==> config.mk <==
export PLATFORM = sky130hd
export DESIGN_NAME = note_fetch_arbiter_flat
export DESIGN_NICKNAME = d
export VERILOG_FILES = /design/src/rtl/note_fetch_arbiter_if.sv /design/src/rtl/note_fetch_arbiter.sv /design/src/flat_wrapper.sv
export SDC_FILE = /design/constraint.sdc
export NUM_CORES = 1
export LEC_CHECK = 0
export ABC_AREA = 1
export BUFFER_PORTS_ARGS = -buffer_cell sky130_fd_sc_hd__buf_2
export CAP_MARGIN = 20
export CORE_AREA = 2 2 98 91
export CTS_CLUSTER_SIZE = 25
export DETAILED_ROUTE_END_ITERATION = 8
export DIE_AREA = 0 0 100 93
export GPL_ROUTABILITY_DRIVEN = 0
export PLACE_DENSITY_LB_ADDON = 0.3
export SLEW_MARGIN = 25
export SYNTH_ARGS = -nofsm -noshare
export SYNTH_HDL_FRONTEND = slang
export SYNTH_SLANG_ARGS = --single-unit
==> constraint.sdc <==
create_clock -name clk65 -period 6.3 [get_ports clk65]
set_input_delay 1.26 -clock clk65 [delete_from_list [all_inputs] [get_ports clk65]]
set_output_delay 1.26 -clock clk65 [all_outputs]
set_load 0.1 [all_outputs]
==> src/rtl/note_fetch_arbiter_if.sv <==
// rtl/note_fetch_arbiter_if.sv - lane-request and note-memory signal bundle for note_fetch_arbiter
// The master side is the renderers plus the memory; the slave side is the arbiter itself.
interface note_fetch_arbiter_if #(
  parameter int NUM_LANES = 6,
  parameter int ADDR_W    = 12,
  parameter int DATA_W    = 16
);
  logic                        frame_start;
  logic                        fetch_window;
  logic [NUM_LANES-1:0]        req;
  logic [NUM_LANES*ADDR_W-1:0] req_addr;
  logic [NUM_LANES-1:0]        gnt;
  logic                        mem_en;
  logic [ADDR_W-1:0]           mem_addr;
  logic [DATA_W-1:0]           mem_dout;
  logic [NUM_LANES-1:0]        rd_valid;
  logic [DATA_W-1:0]           rd_data;
  logic                        busy;
  logic [7:0]                  grant_count;

  modport master (
    output frame_start, fetch_window, req, req_addr, mem_dout,
    input  gnt, mem_en, mem_addr, rd_valid, rd_data, busy, grant_count
  );

  modport slave (
    input  frame_start, fetch_window, req, req_addr, mem_dout,
    output gnt, mem_en, mem_addr, rd_valid, rd_data, busy, grant_count
  );
endinterface

==> src/rtl/note_fetch_arbiter.sv <==
// rtl/note_fetch_arbiter.sv - round-robin sharing of the note BRAM read port among the lane renderers
// Grants are gated by the fetch window; a tag pipeline routes each returned word back to its lane.
module note_fetch_arbiter #(
  parameter int NUM_LANES = 6,
  parameter int ADDR_W    = 12,
  parameter int DATA_W    = 16,
  parameter int RD_LAT    = 2
) (
  input  logic                clk65,
  input  logic                rst_n,
  note_fetch_arbiter_if.slave bus
);
  localparam int LIDX_W = (NUM_LANES > 1) ? $clog2(NUM_LANES) : 1;
  localparam logic [LIDX_W-1:0] LAST_LANE = LIDX_W'(NUM_LANES - 1);

  logic [NUM_LANES-1:0] gnt_q, gnt_d;
  logic                 mem_en_q;
  logic [ADDR_W-1:0]    mem_addr_q, mem_addr_d;
  logic [LIDX_W-1:0]    last_q, last_d;
  logic [7:0]           grant_count_q, grant_count_d;
  logic [RD_LAT-1:0]    tag_v_q;
  logic [LIDX_W-1:0]    tag_lane_q [RD_LAT];
  logic [DATA_W-1:0]    rd_data_q;

  logic [NUM_LANES-1:0] eligible;
  logic                 win_found;
  logic [LIDX_W-1:0]    win_idx;
  logic                 grant;
  logic [NUM_LANES-1:0] rd_valid;
  logic [DATA_W-1:0]    rd_data;

  // The lane granted last cycle is masked so it cannot win again while dropping req.
  assign eligible = bus.req & ~gnt_q;

  always_comb begin
    int idx;
    idx       = 0;
    win_found = 1'b0;
    win_idx   = '0;
    for (int k = 1; k <= NUM_LANES; k++) begin
      idx = (int'(last_q) + k) % NUM_LANES;
      if (!win_found && eligible[idx]) begin
        win_found = 1'b1;
        win_idx   = LIDX_W'(idx);
      end
    end
  end

  assign grant = bus.fetch_window && win_found;

  always_comb begin
    gnt_d         = '0;
    mem_addr_d    = mem_addr_q;
    last_d        = last_q;
    grant_count_d = grant_count_q;
    if (grant) begin
      gnt_d[win_idx] = 1'b1;
      mem_addr_d     = bus.req_addr[int'(win_idx)*ADDR_W +: ADDR_W];
      last_d         = win_idx;
    end
    // A grant coinciding with frame_start still uses the old pointer and counts as the first grant.
    if (bus.frame_start) begin
      grant_count_d = {7'd0, grant};
      if (!grant) last_d = LAST_LANE;
    end else if (grant && grant_count_q != 8'hFF) begin
      grant_count_d = grant_count_q + 8'd1;
    end
  end

  always_comb begin
    rd_valid = '0;
    if (tag_v_q[RD_LAT-1]) rd_valid[tag_lane_q[RD_LAT-1]] = 1'b1;
  end

  assign rd_data = tag_v_q[RD_LAT-1] ? bus.mem_dout : rd_data_q;

  always_ff @(posedge clk65) begin
    if (!rst_n) begin
      gnt_q         <= '0;
      mem_en_q      <= 1'b0;
      mem_addr_q    <= '0;
      last_q        <= LAST_LANE;
      grant_count_q <= '0;
      tag_v_q       <= '0;
      rd_data_q     <= '0;
      for (int i = 0; i < RD_LAT; i++) tag_lane_q[i] <= '0;
    end else begin
      gnt_q         <= gnt_d;
      mem_en_q      <= grant;
      mem_addr_q    <= mem_addr_d;
      last_q        <= last_d;
      grant_count_q <= grant_count_d;
      rd_data_q     <= rd_data;
      // last_q names the lane of the read currently on mem_en.
      tag_v_q[0]    <= mem_en_q;
      tag_lane_q[0] <= last_q;
      for (int i = 1; i < RD_LAT; i++) begin
        tag_v_q[i]    <= tag_v_q[i-1];
        tag_lane_q[i] <= tag_lane_q[i-1];
      end
    end
  end

  assign bus.gnt         = gnt_q;
  assign bus.mem_en      = mem_en_q;
  assign bus.mem_addr    = mem_addr_q;
  assign bus.rd_valid    = rd_valid;
  assign bus.rd_data     = rd_data;
  assign bus.busy        = (|tag_v_q) | mem_en_q;
  assign bus.grant_count = grant_count_q;
endmodule
==> src/flat_wrapper.sv <==
// flat-port wrapper written by rule: the top's interface ports become plain ports
module note_fetch_arbiter_flat 
#(
  parameter int NUM_LANES = 6,
  parameter int ADDR_W    = 12,
  parameter int DATA_W    = 16,
  parameter int RD_LAT    = 2
)
  (clk65, rst_n, bus_frame_start, bus_fetch_window, bus_req, bus_req_addr, bus_mem_dout, bus_gnt, bus_mem_en, bus_mem_addr, bus_rd_valid, bus_rd_data, bus_busy, bus_grant_count);
  note_fetch_arbiter_if #(.NUM_LANES(NUM_LANES), .ADDR_W(ADDR_W), .DATA_W(DATA_W)) bus_i ();
  input  logic clk65;
  input  logic rst_n;
  input wire logic [$bits(bus_i.frame_start)-1:0] bus_frame_start;
  input wire logic [$bits(bus_i.fetch_window)-1:0] bus_fetch_window;
  input wire logic [$bits(bus_i.req)-1:0] bus_req;
  input wire logic [$bits(bus_i.req_addr)-1:0] bus_req_addr;
  input wire logic [$bits(bus_i.mem_dout)-1:0] bus_mem_dout;
  output wire logic [$bits(bus_i.gnt)-1:0] bus_gnt;
  output wire logic [$bits(bus_i.mem_en)-1:0] bus_mem_en;
  output wire logic [$bits(bus_i.mem_addr)-1:0] bus_mem_addr;
  output wire logic [$bits(bus_i.rd_valid)-1:0] bus_rd_valid;
  output wire logic [$bits(bus_i.rd_data)-1:0] bus_rd_data;
  output wire logic [$bits(bus_i.busy)-1:0] bus_busy;
  output wire logic [$bits(bus_i.grant_count)-1:0] bus_grant_count;
  assign bus_i.frame_start = bus_frame_start;
  assign bus_i.fetch_window = bus_fetch_window;
  assign bus_i.req = bus_req;
  assign bus_i.req_addr = bus_req_addr;
  assign bus_i.mem_dout = bus_mem_dout;
  assign bus_gnt = bus_i.gnt;
  assign bus_mem_en = bus_i.mem_en;
  assign bus_mem_addr = bus_i.mem_addr;
  assign bus_rd_valid = bus_i.rd_valid;
  assign bus_rd_data = bus_i.rd_data;
  assign bus_busy = bus_i.busy;
  assign bus_grant_count = bus_i.grant_count;
  note_fetch_arbiter #(.NUM_LANES(NUM_LANES), .ADDR_W(ADDR_W), .DATA_W(DATA_W), .RD_LAT(RD_LAT)) u_core (.clk65(clk65), .rst_n(rst_n), .bus(bus_i));
endmodule
=== Yosys cells after proc, flatten, opt, wreduce, memory -nomap -nowiden ===
Memory sizes are Yosys's and may differ from the RTL's.
Index checks and enable logic that the tools add are counted.

* Add/subtract/negate cells: 7
* $mul: 1
* Div/mod/pow operators: 6
* Magnitude comparators: 10
* Equality and inequality tests: 1
* Shifts and indexed selects: 1
* Muxes and demuxes: 45
* Bitwise operators: 6
* Reduce and logical (&&, ||, !) cells: 18

{| class="wikitable"
|+ Operators by type and width
! operator !! number
|-
| 32-bit by 5-bit < comparator with 1-bit output (second input constant) || 6
|-
| 32-bit by 4-bit modulo with 32-bit output (second input constant) || 6
|-
| 72-bit by 32-bit variable part select with 12-bit output || 1
|-
| 3-bit 2-to-1 mux || 11
|-
| 1-bit 2-to-1 mux || 24
|-
| 1-bit binary-select mux with 3-bit select || 6
|-
| 16-bit 2-to-1 mux || 1
|-
| 3-bit by 3-bit adder with 4-bit output (second input constant) || 3
|-
| 1-bit logical AND || 9
|-
| 3-bit by 2-bit adder with 4-bit output (second input constant) || 2
|-
| 8-bit by 1-bit adder with 8-bit output (second input constant) || 1
|-
| 3-bit by 4-bit < comparator with 1-bit output (second input constant) || 2
|-
| 8-bit inequality test (second input constant) || 1
|-
| 6-bit AND || 1
|-
| 1-bit demux with 3-bit select || 2
|-
| 3-bit by 1-bit >= comparator with 1-bit output (second input constant) || 2
|-
| 6-bit 2-to-1 mux || 1
|-
| 6-bit NOT || 1
|-
| 1-bit logical NOT || 5
|-
| 3-bit by 2-bit multiplier with 5-bit output (second input constant) || 1
|-
| 3-bit by 1-bit adder with 4-bit output (second input constant) || 1
|-
| 2-bit OR reduction || 2
|-
| 1-bit OR || 3
|-
| 2-bit AND reduction || 1
|-
| 2 further kinds || 2
|}

* Register bits: 48
* RAM bits: 6
* Bits of input ports: 98
* Output and inout bits: 50
* Word-level logic and storage cells: 104
* Memories kept: 1

{| class="wikitable"
|+ Memory list
! name !! depth !! width !! read ports !! clocked after Yosys merged registers in !! write ports !! line !! source
|-
| u_core.tag_lane_q || 2 || 3 || 2 || 0 || 2 || note_fetch_arbiter.sv:22 || <nowiki>logic [LIDX_W-1:0] tag_lane_q [RD_LAT];</nowiki>
|}

=== Logic depth before layout (Yosys ltp) ===
Gate-level depths: netlist of run 1.

* Word-level depth: 25
* Gate-level depth with buffers: 29
* Gate-level depth less buffers: 27

=== Worst setup path after synthesis of run 1 ===
OpenSTA, ideal clock, no wires.

* Path type: reg-to-output
* From: reg u_core.tag_v_q[1]
* To: out bus_rd_valid[0]
* Data arrival time: 2.259 ns
* Required time: 5.040 ns
* Path slack: 2.781 ns
* Cell stages (with the launch flop): 5
* Buffers on the path: 1
* Cell sequence: dfxtp_1 > clkbuf_1 > inv_1 > or2_2 > nor2_1

* Cells in the longest elaborated chain, start to end: 1

{| class="wikitable"
|+ RTL lines
! element !! line !! source
|-
| from (decl) || note_fetch_arbiter.sv:21 || <nowiki>logic [RD_LAT-1:0] tag_v_q;</nowiki>
|-
| from (signal, indexed assignment) || note_fetch_arbiter.sv:98 || <nowiki>tag_v_q[i] <= tag_v_q[i-1];</nowiki>
|-
| 6-bit 2-to-1 mux || note_fetch_arbiter.sv:72 || <nowiki>if (tag_v_q[RD_LAT-1]) rd_valid[tag_lane_q[RD_LAT-1]] = 1'b1;</nowiki>
|-
| to (decl) || flat_wrapper.sv:21 || <nowiki>output wire logic [$bits(bus_i.rd_valid)-1:0] bus_rd_valid;</nowiki>
|}

No other way between the ends.

=== Worst setup path in the final report of run 1 ===
* From: reg u_core.last_q[0]
* To: reg u_core.mem_addr_q[0], in the netlist u_core.bus.mem_addr[0]

* Cells in the longest elaborated chain, start to end: 23
* Elaborated cells between the ends (all ways): 55
* Those cells by class: 6 x add/sub; 1 x mul; 6 x div; 1 x shift; 30 x mux; 11 x reduce/logical

{| class="wikitable"
|+ RTL lines
! element !! line !! source
|-
| from (decl) || note_fetch_arbiter.sv:19 || <nowiki>logic [LIDX_W-1:0] last_q, last_d;</nowiki>
|-
| from (signal assigned) || note_fetch_arbiter.sv:91 || <nowiki>last_q <= last_d;</nowiki>
|-
| 3-bit by 1-bit adder with 4-bit output || note_fetch_arbiter.sv:41 || <nowiki>idx = (int'(last_q) + k) % NUM_LANES;</nowiki>
|-
| 32-bit by 4-bit modulo with 32-bit output || note_fetch_arbiter.sv:41 ||
|-
| 1-bit binary-select mux with 3-bit select || note_fetch_arbiter.sv:42 || <nowiki>if (!win_found && eligible[idx]) begin</nowiki>
|-
| 1-bit 2-to-1 mux (not written as such) (2 in series) || note_fetch_arbiter.sv:42 ||
|-
| 1-bit 2-to-1 mux || note_fetch_arbiter.sv:42 ||
|-
| 1-bit logical NOT || note_fetch_arbiter.sv:42 ||
|-
| 1-bit logical AND || note_fetch_arbiter.sv:42 ||
|-
| 1-bit 2-to-1 mux || note_fetch_arbiter.sv:42 ||
|-
| (+6 left out) || n/a ||
|-
| 1-bit logical NOT || note_fetch_arbiter.sv:42 ||
|-
| 1-bit logical AND || note_fetch_arbiter.sv:42 ||
|-
| 1-bit 2-to-1 mux || note_fetch_arbiter.sv:42 ||
|-
| 1-bit logical NOT || note_fetch_arbiter.sv:42 ||
|-
| 1-bit logical AND || note_fetch_arbiter.sv:42 ||
|-
| 3-bit 2-to-1 mux || note_fetch_arbiter.sv:42 ||
|-
| 3-bit by 2-bit multiplier with 5-bit output || note_fetch_arbiter.sv:58 || <nowiki>mem_addr_d = bus.req_addr[int'(win_idx)*ADDR_W +: ADDR_W];</nowiki>
|-
| 72-bit by 32-bit variable part select with 12-bit output || note_fetch_arbiter.sv:58 ||
|-
| to (signal assigned) || note_fetch_arbiter.sv:90 || <nowiki>mem_addr_q <= mem_addr_d;</nowiki>
|-
| to (decl) || note_fetch_arbiter.sv:18 || <nowiki>logic [ADDR_W-1:0] mem_addr_q, mem_addr_d;</nowiki>
|}

Parallel ways exist; a longest one is shown, timed or not. The select of a mux whose other input is x is not followed.
A chain may end at the register's enable or synchronous reset.

==> reports/results.tsv, run 1 <==
metric	value	unit
Die Outline Area	9300	um^2
Commonest cells post-synth	267 x nand2_1, 75 x nand3_1, 55 x nor2_1, 54 x dfxtp_1, 46 x inv_1	
initial antenna violation count	0	
crit path max fanout	38	
Die H	93	um
Least-Margin Pin Slew	0.778	ns
Slew Limit Fails	0	
Worst Hold Class	flop to flop	
Die W	100	um
RSZ-0062 raised after global routing	false	
Post-synth ARST share	0	
CTS Sinks	54	
Post-Place Cells	885	
initial core utilization	0.483	
Worst Clk Skew	0.00673	ns
post-CTS setup buffers	0	
Synth Cell Area	4030	um^2
TritonCTS buffer count	5	
hold buffer count at CTS	0	
All-Layer GR Usage	0.239	
drt via density	5.10	
FILL cells	844	
Syn Nets	774	
Placement Setup Slack	1.70	ns
CTS tree	built	
clk buf depth	2	
CP Capture Type	flop	
Cells after Synth	661	
vias in the first global route	4076	
count leader, synth	nand2_1	
Final Hold Vio Count	0	
row cnt	32	
area delta synth->final	19.6	%
first-pass GRT wire length	18.4	mm
synth unique cells	41	
critical path type	flop to flop	
final net count	903	
Avg WL per Cell	12.7	um
Top Ports	148	
status	finished clean	
PostCTS Resize Cnt	0	
maximum clock frequency	215	MHz
Max-Cap Viols	0	
Slew HR	0.480	
EDFF count, synth	0	
clock slew at reported path FFs	0.09	ns
via count	4555	
Remaining DRCs	0	
WL final	11.3	mm
YS warnings	0	
crit share post-route	0.738	
largest net degree at the start of global routing	39	
CTS root buf	clkbuf_8	
Yosys top cell area share	0.268	
post-synth top area cell	dfxtp_1	
Post-Layout Cell Count	893	
H-tree depth	2	
Final WS setup	1.65	ns
Post-Synthesis Mean Instance Area	6.09	um^2
multi-input logic area	2510	um^2
post-synthesis sequential area ratio	0.268	
buffers added on ports	147	
Seq cells post-synth	54	
Setup TNS	0	ns
clock latency on the worst-skew pair	0.30	ns
post-layout min period	4.65	ns
DRT iter0 DRCs	213	
Setup-failing EPs final	0	
CP required	6.53	ns
share of post-route cells with drive strength above 1	0.259	
sequential cell area	1080	um^2
Core Region	8330	um^2
arrival time worst endpoint	4.88	ns
Antenna Nets Post-Route	0	
total global routing overflow	0	
top cells by area, synth	dfxtp_1 27%, nand2_1 25%, nand3_1 9.3%, nor2_1 5.1%, ha_1 4.7%	
Pre-antenna DRT Iters	5	
ANT cells	0	
commonest register cell after synthesis	dfxtp_1	
Post-DP HPWL	8.97	mm
Setup crit start kind	flop	
critical path: stages (launching register included):
cell and delay (ns):
dfxtp_1 0.82, inv_2 0.19, ha_1 0.29, inv_1 0.09, nand2_1 0.06, nand2_1 0.13
ha_1 0.25, nor2_1 0.09, nand3_1 0.08, nand2_2 0.09, nand2_1 0.07, nand2_1 0.11
o211ai_1 0.17, nand3_4 0.17, nand3_4 0.10, nor2_8 0.14, nand4_4 0.43, nand2_2 0.74
nand2_1 0.15, nand2_1 0.09, nand2_1 0.05, nand2_1 0.10, nor2_1 0.05, nor2_1 0.08
state kept, by name, indices dropped and copies added (netlist names), named ones only:
| name | flops |
|---|---|
| u_core.bus.mem_en | 1 |
| u_core.tag_lane_q | 6 |
| u_core.bus.grant_count | 8 |
| u_core.rd_data_q | 16 |
| u_core.tag_v_q | 2 |
| u_core.bus.gnt | 6 |
| u_core.last_q | 2 |
| u_core.bus.mem_addr | 12 |
worst paths after layout:
check	slack [ns]	cells past startpoint	end	from
max	1.65	23	u_core.bus.mem_addr[0]$_SDFFE_PN0N_	u_core.last_q[0]$_SDFF_PN1_
min	0.42	2	u_core.tag_lane_q[0][3]$_SDFF_PN0_	u_core.tag_lane_q[0][0]$_SDFF_PN0_
min reg2reg	0.42	2	u_core.tag_lane_q[0][3]$_SDFF_PN0_	u_core.tag_lane_q[0][0]$_SDFF_PN0_
max reg2reg	1.65	23	u_core.bus.mem_addr[0]$_SDFFE_PN0N_	u_core.last_q[0]$_SDFF_PN1_
area by class of cell:
type,instances,share of cell area
clock buffers,6,0.0151
clock inverters,2,0.00779
inverters,60,0.0486
multi-input cells,520,0.522
flip-flops and latches,54,0.224
well taps,102,0.0265
repair buffers,149,0.156
routing by layer:
layer / wire length (um) / vias up / part of all wire / GRT usage
li1: - / 2351 / - / -
met1: 4840 / 1992 / 0.43 / 0.310
met2: 5440 / 196 / 0.48 / 0.419
met3: 871 / 16 / 0.077 / 0.0314
met4: 189 / 0 / 0.017 / 0.0616
met5: 0 / - / 0 / 0
cell usage in the layout (no fill, tap or decap), types with 3 or more instances in the layout:
cell,netlist,layout
a21oi_1,26,26
buf_2,7,147
clkbuf_8,0,5
dfxtp_1,54,54
ha_1,15,15
inv_1,46,46
inv_2,10,10
nand2_1,267,267
nand2_2,14,14
nand2_4,3,3
nand3_1,75,75
nand3_2,6,6
nand4_1,9,9
nor2_1,55,55
nor2_4,3,3
o21ai_0,19,19
o21ai_1,8,8
kinds of logic after synthesis:
logic type      after synthesis  synth area share
fa+ha+maj                    15            0.0466
xor+xnor                      3           0.00653
compound gates               60            0.0799
flops                        54             0.268
simple gates                442             0.490
buf+inv                      87             0.109
metrics by stage:
step	utilization	hold WS [ns]	instance area, um^2
3_5_place_dp	0.565	0.396	4710
2_1_floorplan	-	0.390	4030
5_1_grt	0.578	0.424	4820
4_1_cts	0.578	0.418	4820
3_3_place_gp	0.565	0.396	4710
6_report	0.578	0.416	4820
Power of run 1 is not shown: default switching activity piles up to over one toggle a cycle in this logic, so the estimate is an artifact.
==> inputs of run 2 (changes only) <==
--- a/config.mk
+++ b/config.mk
@@ -8,10 +8,10 @@
 export ABC_AREA = 1
 export BUFFER_PORTS_ARGS = -buffer_cell sky130_fd_sc_hd__buf_2
 export CAP_MARGIN = 20
-export CORE_AREA = 2 2 98 91
+export CORE_AREA = 2 2 102 94
 export CTS_CLUSTER_SIZE = 25
 export DETAILED_ROUTE_END_ITERATION = 8
-export DIE_AREA = 0 0 100 93
+export DIE_AREA = 0 0 104 96
 export GPL_ROUTABILITY_DRIVEN = 0
 export PLACE_DENSITY_LB_ADDON = 0.3
 export SLEW_MARGIN = 25
==> constraint.sdc (replaced) <==
create_clock -name clk65 -period 4 [get_ports clk65]
set_input_delay 0.8 -clock clk65 [delete_from_list [all_inputs] [get_ports clk65]]
set_output_delay 0.8 -clock clk65 [all_outputs]
set_load 0.1 [all_outputs]
==> run 2 against run 1 <==
Effect of this change:
- final area up 1.5%
- setup slack worse by 1.2 ns
- highest routed layer unchanged
- flip-flop and latch count did not move
==> reports/results.tsv, run 2 (same netlist as run 1, synthesis figures left out) <==
metric	value	unit	change
final net count	909		was 903
vias in the first global route	4131		was 4,076
CP required	4.24	ns	was 6.53 ns
ANT cells	0		unchanged
Least-Margin Pin Slew	0.621	ns	was 0.778 ns
buffers added on ports	147		unchanged
area delta synth->final	21.4	%	was 19.6%
All-Layer GR Usage	0.215		was 0.239
initial core utilization	0.451		was 0.483
maximum clock frequency	281	MHz	was 215 MHz
share of post-route cells with drive strength above 1	0.269		was 0.259
crit-path leading delay family	simple AND/OR/NAND/NOR gates		unchanged
drt via density	4.87		was 5.10
Max-Cap Viols	0		unchanged
CTS tree	built		unchanged
Die H	96	um	was 93 um
Die Outline Area	9980	um^2	was 9300 um^2
Remaining DRCs	0		unchanged
crit share post-route	0.890		was 0.738
row cnt	33		was 32
total global routing overflow	0		unchanged
final core utilization	0.548		was 0.578
CP Capture Type	flop		unchanged
first-pass GRT wire length	18.0	mm	was 18.4 mm
Setup crit start kind	flop		unchanged
H-tree depth	2		unchanged
clock latency on the worst-skew pair	0.30	ns	about the same
most common cell after layout, fill and taps aside	nand2_1		unchanged
DRT iter0 DRCs	246		was 213
initial antenna violation count	0		unchanged
clk buf depth	2		unchanged
max reg flops	16		unchanged
Post-DP HPWL	9.00	mm	was 8.97 mm
Top Ports	148		unchanged
Worst Clk Skew	0.0152	ns	was 0.00673 ns
Die W	104	um	was 100 um
largest net degree at the start of global routing	38		was 39
CTS root buf	clkbuf_8		unchanged
RSZ-0062 raised after global routing	false		unchanged
CP dominant cell by count	nand2_1		unchanged
via count	4472		was 4,555
crit path max fanout	37		was 38
Slew HR	0.585		was 0.480
HP Start	u_core.tag_v_q[0]$_SDFF_PN0_		was u_core.tag_lane_q[0][0]$_SDFF_PN0_
Setup TNS	0	ns	unchanged
Buf/Inv on CP	4		was 2
Post-Place Cells	911		was 885
Slowest Stage Delay on Critical Path	0.42	ns	was 0.82 ns
Largest Register	u_core.rd_data_q		unchanged
FILL cells	889		was 844
CTS Sinks	54		unchanged
post-layout min period	3.56	ns	was 4.65 ns
Core Region	8920	um^2	was 8330 um^2
TritonCTS buffer count	5		unchanged
status	finished clean		unchanged
post-CTS setup buffers	0		unchanged
clock slew at reported path FFs	0.11	ns	was 0.09 ns
critical path type	flop to flop		unchanged
Setup-failing EPs final	0		unchanged
most frequent cells in the layout	267 x nand2_1, 147 x buf_2, 75 x nand3_1		unchanged
arrival time worst endpoint	3.80	ns	was 4.88 ns
Final Hold Vio Count	0		unchanged
Slew Limit Fails	0		unchanged
Post-Layout Cell Count	919		was 893
PostCTS Resize Cnt	0		unchanged
WL final	10.9	mm	was 11.3 mm
CP max-delay cell	dfxtp_2		was dfxtp_1
Avg WL per Cell	11.9	um	was 12.7 um
Worst Hold Class	flop to flop		unchanged
Pre-antenna DRT Iters	5		unchanged
hold buffer count at CTS	0		unchanged
Antenna Nets Post-Route	0		unchanged
==> run 2: layout make-up <==
class	count	area [um^2]	area share
tap	122	153	0.0312
clock inverter	3	25.0	0.00512
sequential	54	1080	0.221
inverter	60	234	0.0479
clock buffer	5	68.8	0.0141
timing repair buffer	155	808	0.165
multi-input combinational	520	2520	0.515
==> run 2: worst paths after layout <==
check                                        endpoint  slack [ns]  cells after the start
setup reg to reg  u_core.bus.mem_addr[3]$_SDFFE_PN0N_        0.44                     25
setup / recovery  u_core.bus.mem_addr[3]$_SDFFE_PN0N_        0.44                     25
hold reg to reg          u_core.tag_v_q[1]$_SDFF_PN0_        0.42                      2
hold / removal           u_core.tag_v_q[1]$_SDFF_PN0_        0.42                      2
==> run 2: through the flow <==
step | worst slack [ns] | hold slack [ns] | instance area (um^2)
3_3_place_gp | 0.557 | 0.398 | 4790
4_1_cts | 0.326 | 0.421 | 4880
6_report | 0.438 | 0.419 | 4890
2_1_floorplan | 0.815 | 0.390 | 4030
3_5_place_dp | 0.359 | 0.401 | 4790
5_1_grt | 0.0789 | 0.438 | 4890
==> run 2: worst min-delay path: stages (launching register included) <==
cell	delay (ns)
dfxtp_1	0.32
nand2_1	0.06
inv_1	0.03
==> run 2: layer usage <==
metal | wire length [um] | global-route usage | share of wire
met3 | 824 | 0.0440 | 0.075
met5 | 0 | 0 | 0
met1 | 4670 | 0.254 | 0.43
met2 | 5310 | 0.406 | 0.48
met4 | 143 | 0.0495 | 0.013
Power of run 2 is left out for the same reason.
